File: src/rtl/dgs_pkg.sv
// Shared types and sizes for the dual grant sequencer and its companion encoder.
package dgs_pkg;
  localparam int N_REQ = 12;
  localparam int IDX_W = 4;

  typedef enum logic [1:0] {IDLE, G1, G2} dgs_state_t;
  typedef logic [N_REQ-1:0] req_vec_t;
  typedef logic [IDX_W-1:0] idx_t;

  function automatic req_vec_t onehot(idx_t idx);
    return req_vec_t'(1) << idx;
  endfunction
endpackage

File: src/rtl/dual_priority_encoder.sv
// Combinational encoder: highest and next-highest set index of the request vector.
module dual_priority_encoder
  import dgs_pkg::*;
(
  input  req_vec_t req,
  output idx_t     first,
  output idx_t     second
);
  logic found_first;
  logic found_second;

  always_comb begin
    first        = '0;
    second       = '0;
    found_first  = 1'b0;
    found_second = 1'b0;
    for (int i = N_REQ - 1; i >= 0; i--) begin
      if (req[i]) begin
        if (!found_first) begin
          first       = idx_t'(i);
          found_first = 1'b1;
        end else if (!found_second) begin
          second       = idx_t'(i);
          found_second = 1'b1;
        end
      end
    end
  end
endmodule

File: config.mk
export PLATFORM = sky130hd
export DESIGN_NAME = dual_priority_encoder
export DESIGN_NICKNAME = d
export VERILOG_FILES = /design/src/rtl/dgs_pkg.sv /design/src/rtl/dual_priority_encoder.sv
export SDC_FILE = /design/constraint.sdc
export NUM_CORES = 1
export LEC_CHECK = 0
export BUFFER_PORTS_ARGS = -buffer_cell sky130_fd_sc_hd__buf_4
export CAP_MARGIN = 20
export CORE_AREA = 2 2 46 48
export DETAILED_ROUTE_END_ITERATION = 12
export DIE_AREA = 0 0 48 50
export GPL_ROUTABILITY_DRIVEN = 0
export PLACE_DENSITY = 0.73
export SLEW_MARGIN = 10
export SYNTH_ARGS = -nofsm -noshare
export SYNTH_HDL_FRONTEND = slang
export SYNTH_SLANG_ARGS = --single-unit
File: constraint.sdc
create_clock -name vclk -period 7.57
set_input_delay 0.757 -clock vclk [all_inputs]
set_output_delay 0.757 -clock vclk [all_outputs]
set_load 0.005 [all_outputs]
=== After elaboration in Yosys (flattened, before gate mapping) ===
Cells that the tools add are included.

* Shift operators: 0
* Bitwise operators: 0
* Equality and inequality tests: 0
* Order comparisons: 0
* Reductions and logical operators: 0
* Multiplexer cells: 86
* Add/sub/neg operators: 0
* Multipliers: 0
* Divide/modulo/power cells: 0

{| class="wikitable"
|+ Operator list
! kind !! number
|-
| 2-to-1 mux 4 bit || 55
|-
| 2-to-1 mux 1 bit || 31
|}

* Register bits: 0
* Latch bits: 0
* Bits of input ports: 12
* Output and inout port bits: 8
* RAM bits: 0
* Memories kept: 0
* ROM bits: 0

=== Logic depth before layout (Yosys ltp) ===
* Depth after elaboration: 33
* Mapped depth: 11
* Mapped depth without buffers: 10

=== Least setup slack after synthesis ===
Ideal clock, no wire load.

* Kind: input port to output port
* Start: input req[11]
* End: output second[3]
* Data required time: 6813 ps
* Arrival: 2718 ps
* Setup slack: 4095 ps
* Stages on the path: 11
* Path buffers: 2
* Path through: inv_1 -> ha_1 -> buf_6 -> nor3b_4 -> nand2_4 -> or4_4 -> buf_6 -> maj3_2 -> o21ai_2 -> o21ai_1 -> a211oi_2

* Longest elaborated chain between the ends: 33
* Elaborated cells between the ends (all ways): 63
* Classes of those cells: mux: 63

{| class="wikitable"
|+ RTL lines
! item !! RTL line !! source
|-
| start: declaration || dual_priority_encoder.sv:5 || <nowiki>input req_vec_t req,</nowiki>
|-
| 2-to-1 mux 1 bit * || dual_priority_encoder.sv:18 || <nowiki>if (req[i]) begin</nowiki>
|-
| 2-to-1 mux 4 bit or 2-to-1 mux 1 bit (tied branches) || dual_priority_encoder.sv:19 || <nowiki>if (!found_first) begin</nowiki>
|-
| 2-to-1 mux 4 bit or 2-to-1 mux 1 bit (tied branches) || dual_priority_encoder.sv:18 ||
|-
| 2-to-1 mux 4 bit || dual_priority_encoder.sv:22 || <nowiki>end else if (!found_second) begin</nowiki>
|-
| 2-to-1 mux 4 bit || dual_priority_encoder.sv:19 ||
|-
| 2-to-1 mux 4 bit || dual_priority_encoder.sv:18 ||
|-
| 2-to-1 mux 4 bit || dual_priority_encoder.sv:22 ||
|-
| 2-to-1 mux 4 bit || dual_priority_encoder.sv:19 ||
|-
| [... 17 more ...] || -- ||
|-
| 2-to-1 mux 4 bit || dual_priority_encoder.sv:19 ||
|-
| 2-to-1 mux 4 bit || dual_priority_encoder.sv:18 ||
|-
| 2-to-1 mux 4 bit || dual_priority_encoder.sv:22 ||
|-
| 2-to-1 mux 4 bit || dual_priority_encoder.sv:19 ||
|-
| 2-to-1 mux 4 bit || dual_priority_encoder.sv:18 ||
|-
| 2-to-1 mux 4 bit || dual_priority_encoder.sv:22 ||
|-
| 2-to-1 mux 4 bit || dual_priority_encoder.sv:19 ||
|-
| 2-to-1 mux 4 bit * || dual_priority_encoder.sv:18 ||
|-
| end: declaration || dual_priority_encoder.sv:7 || <nowiki>output idx_t second</nowiki>
|}

Mark *: on every way between the ends. The rest lies on a longest branch, timed or not.

=== Worst setup path after layout ===
* Start: input req[11]
* End: output first[0]

* Longest elaborated chain between the ends: 23
* Elaborated cells between the ends (all ways): 34
* Classes of those cells: mux: 34

{| class="wikitable"
|+ RTL lines
! item !! RTL line !! source
|-
| 2-to-1 mux 4 bit or 2-to-1 mux 1 bit (tied branches) || dual_priority_encoder.sv:18 ||
|-
| 2-to-1 mux 4 bit || dual_priority_encoder.sv:19 ||
|-
| 2-to-1 mux 4 bit || dual_priority_encoder.sv:18 ||
|-
| 2-to-1 mux 4 bit || dual_priority_encoder.sv:19 ||
|-
| 2-to-1 mux 4 bit || dual_priority_encoder.sv:18 ||
|-
| 2-to-1 mux 4 bit || dual_priority_encoder.sv:19 ||
|-
| 2-to-1 mux 4 bit || dual_priority_encoder.sv:18 ||
|-
| 2-to-1 mux 4 bit || dual_priority_encoder.sv:19 ||
|-
| [... 7 more ...] || -- ||
|-
| 2-to-1 mux 4 bit || dual_priority_encoder.sv:19 ||
|-
| 2-to-1 mux 4 bit || dual_priority_encoder.sv:18 ||
|-
| 2-to-1 mux 4 bit || dual_priority_encoder.sv:19 ||
|-
| 2-to-1 mux 4 bit || dual_priority_encoder.sv:18 ||
|-
| 2-to-1 mux 4 bit || dual_priority_encoder.sv:19 ||
|-
| 2-to-1 mux 4 bit || dual_priority_encoder.sv:18 ||
|-
| 2-to-1 mux 4 bit || dual_priority_encoder.sv:19 ||
|-
| 2-to-1 mux 4 bit * || dual_priority_encoder.sv:18 ||
|-
| end: declaration || dual_priority_encoder.sv:6 || <nowiki>output idx_t first,</nowiki>
|}

Marks and branches as above.

==> impl_results.md <==
* Outcome: finished clean
* Netlist cell types at 53
* Worst setup EP type: primary output
* Dpl hpwl at roughly 1.9 mm
* FF+latch area at 0 sq um
* Final WS setup at around 3600 ps
* Initial Util at ~50%
* Mapped Nets at roughly 160
* Antenna Cells at 0
* Cell area after layout at around 0.0011 sq mm
* Hold Buf Count CTS at 0
* Drt pass-1 iters at 4
* Pre-CTS worst setup slack at about 3600 ps
* Setup crit start kind: input port
* Maximum vdd drop at ~27 uV
* Biggest area consumer among synthesized cells: a21oi_1
* Vias in the first global route at 873
* Post-CTS repair timing setup buffer count at 0
* Max Freq at around 250 MHz
* Core box area at approximately 0.0019 sq mm
* Critical path peak fanout at 10
* # IOs at 20
* Fillcell total at approximately 200
* Final Util at ~55%
* Warnings from Yosys at 0
* Kind of critical path: input port to primary output
* # DRC at 0
* GRT Overall Usage at roughly a fifth
* Synth Instances at ~140
* Share of layout cells above drive strength 1 at between 20% and 30%
* Placed cell areas at 0.00105 sq mm
* Die Footprint at about 0.0024 sq mm
* Mapped cell area at 925 sq um
* Synth top area share at under 10%
* Resize count post-CTS at 0
* Setup TNS at 0 ps
* Final-report setup violation count at 0
* Syn Area/Cell at between 6 and 7 sq um
* Critical Path, Cell by Cell: buf_4, inv_1, ha_1, nor3b_4, nand2_4, nor3_1, o21ai_0, o21ai_0, a311oi_1, a311o_1, buf_4
* Clock buffer cells at 0
* Syn-to-layout area delta at 13.9%
* Die X at 48 microns
* Slew margin rel. at a little under three fifths
* Maxcap violations at 0
* Slew Limit Fails at 0
* Wire length of the first global-routing pass at approximately 4 mm
* Max incr delay on CP at 520 ps
* Final WL at approximately 2.5 mm
* Worst EP arrival at 3200 ps
* Top cells by count, synth: 14 x a21oi_1, 14 x nand2_1, 12 x o21ai_0
* Unrepaired setup endpoints after global routing: false
* Min-Delay Path Class: input port to primary output
* Port-buffer cells at 20
* Fin nets at about 170
* Slowest CP cell: nor3_1
* Final period utilization at roughly 52%
* Initial DRC Count at 19
* Slew at the pin closest to its max-slew limit at 646 ps
* Largest net degree at the start of global routing at 17
* Final number of hold-violating endpoints at 0
* FFs & Latches at 0
* Routed Antenna Nets at 0
* Synth area leaders: a21oi_1 7.6%, ha_1 6.8%, o21ai_0 6.5%
* Leak pwr at between 0.4 and 0.5 nW
* Vias at between 1k and 1.5k
* Seq/Total Area, Yosys at 0%
* Design Power at 0.0000603 W
* Antenna violations before repair at 0
* CP required at about 7000 ps
* Fin crit period at just under 4000 ps
* # rows at 16
* Die height at about 50 microns
* PwrDens at ~57 mW/mm^2
* Grt total ovfl at 0
* Routed len/inst at approximately 14 microns
* Vias/cell at 6.13
critical path: cells and delay by family:
kind                     cells  cell delay (ps)
adder cells (fa/ha/maj)      1              340
buffers and inverters        3              360
AO/OA/AOI/OAI                4              680
AND/OR/NAND/NOR              3             1050
logic make-up (layout without fill, tap and decap cells):
kind of cell,count (synthesis),in the layout,share of synthesized area (%)
and+or+nand+nor,52,52,31.4
buffers and inverters,16,26,8.39
adders and majority gates,6,6,7.98
muxes,1,1,1.22
xor gates and xnor gates,1,1,0.947
AOI/OAI and AO/OA,66,66,50.1
final timing paths:
kind                    start         to  cells after the start
worst max-delay path  req[11]   first[0]                     11
worst min-delay path   req[2]  second[1]                      3
layer usage:
metal / vias up / track usage [%] / wire, microns
li1: 568 / - / -
met4: 0 / 2.70 / 14
met1: 497 / 32.4 / 1230
met5: - / 0 / 0
met2: 30 / 33.1 / 1130
met3: 2 / 0.366 / 80
cells in the final DEF (no fill, tap or decap), drive strengths merged, types with 2 or more instances in the layout:
cell     n
nor3     5
a21boi   2
a211oi   6
nor2b    3
a31oi    2
o21a     2
nor2     9
o211ai   3
inv      6
ha       5
buf     20
nand3b   2
o21ai   14
or3      3
nor3b    2
nand3    4
o22ai    3
a21oi   14
a22oi    3
nand2   15
a211o    4
nand2b   5
where the power goes:
part / switching [W] / total [W] / leakage, nW / internal (W)
registers: 0 / 0 / 0 / 0
clock network: 0 / 0 / 0 / 0
logic: 0.0000325 / 0.0000603 / 0.408 / 0.0000278
final cells by class:
class | instances | area (sq um) | share of cell area [%]
tap | 27 | 33.8 | 3.21
multi-input combinational | 126 | 847 | 80.4
timing repair buffer | 20 | 150 | 14.3
inverter | 6 | 22.5 | 2.14
through the flow:
step,hold slack (ps),instances
floorplan,1670,142
global route,1920,179
detailed placement,1900,179
global placement,1890,179
CTS,1900,179
finish,1900,179
Note: power is estimated with default switching activity, not from simulation.
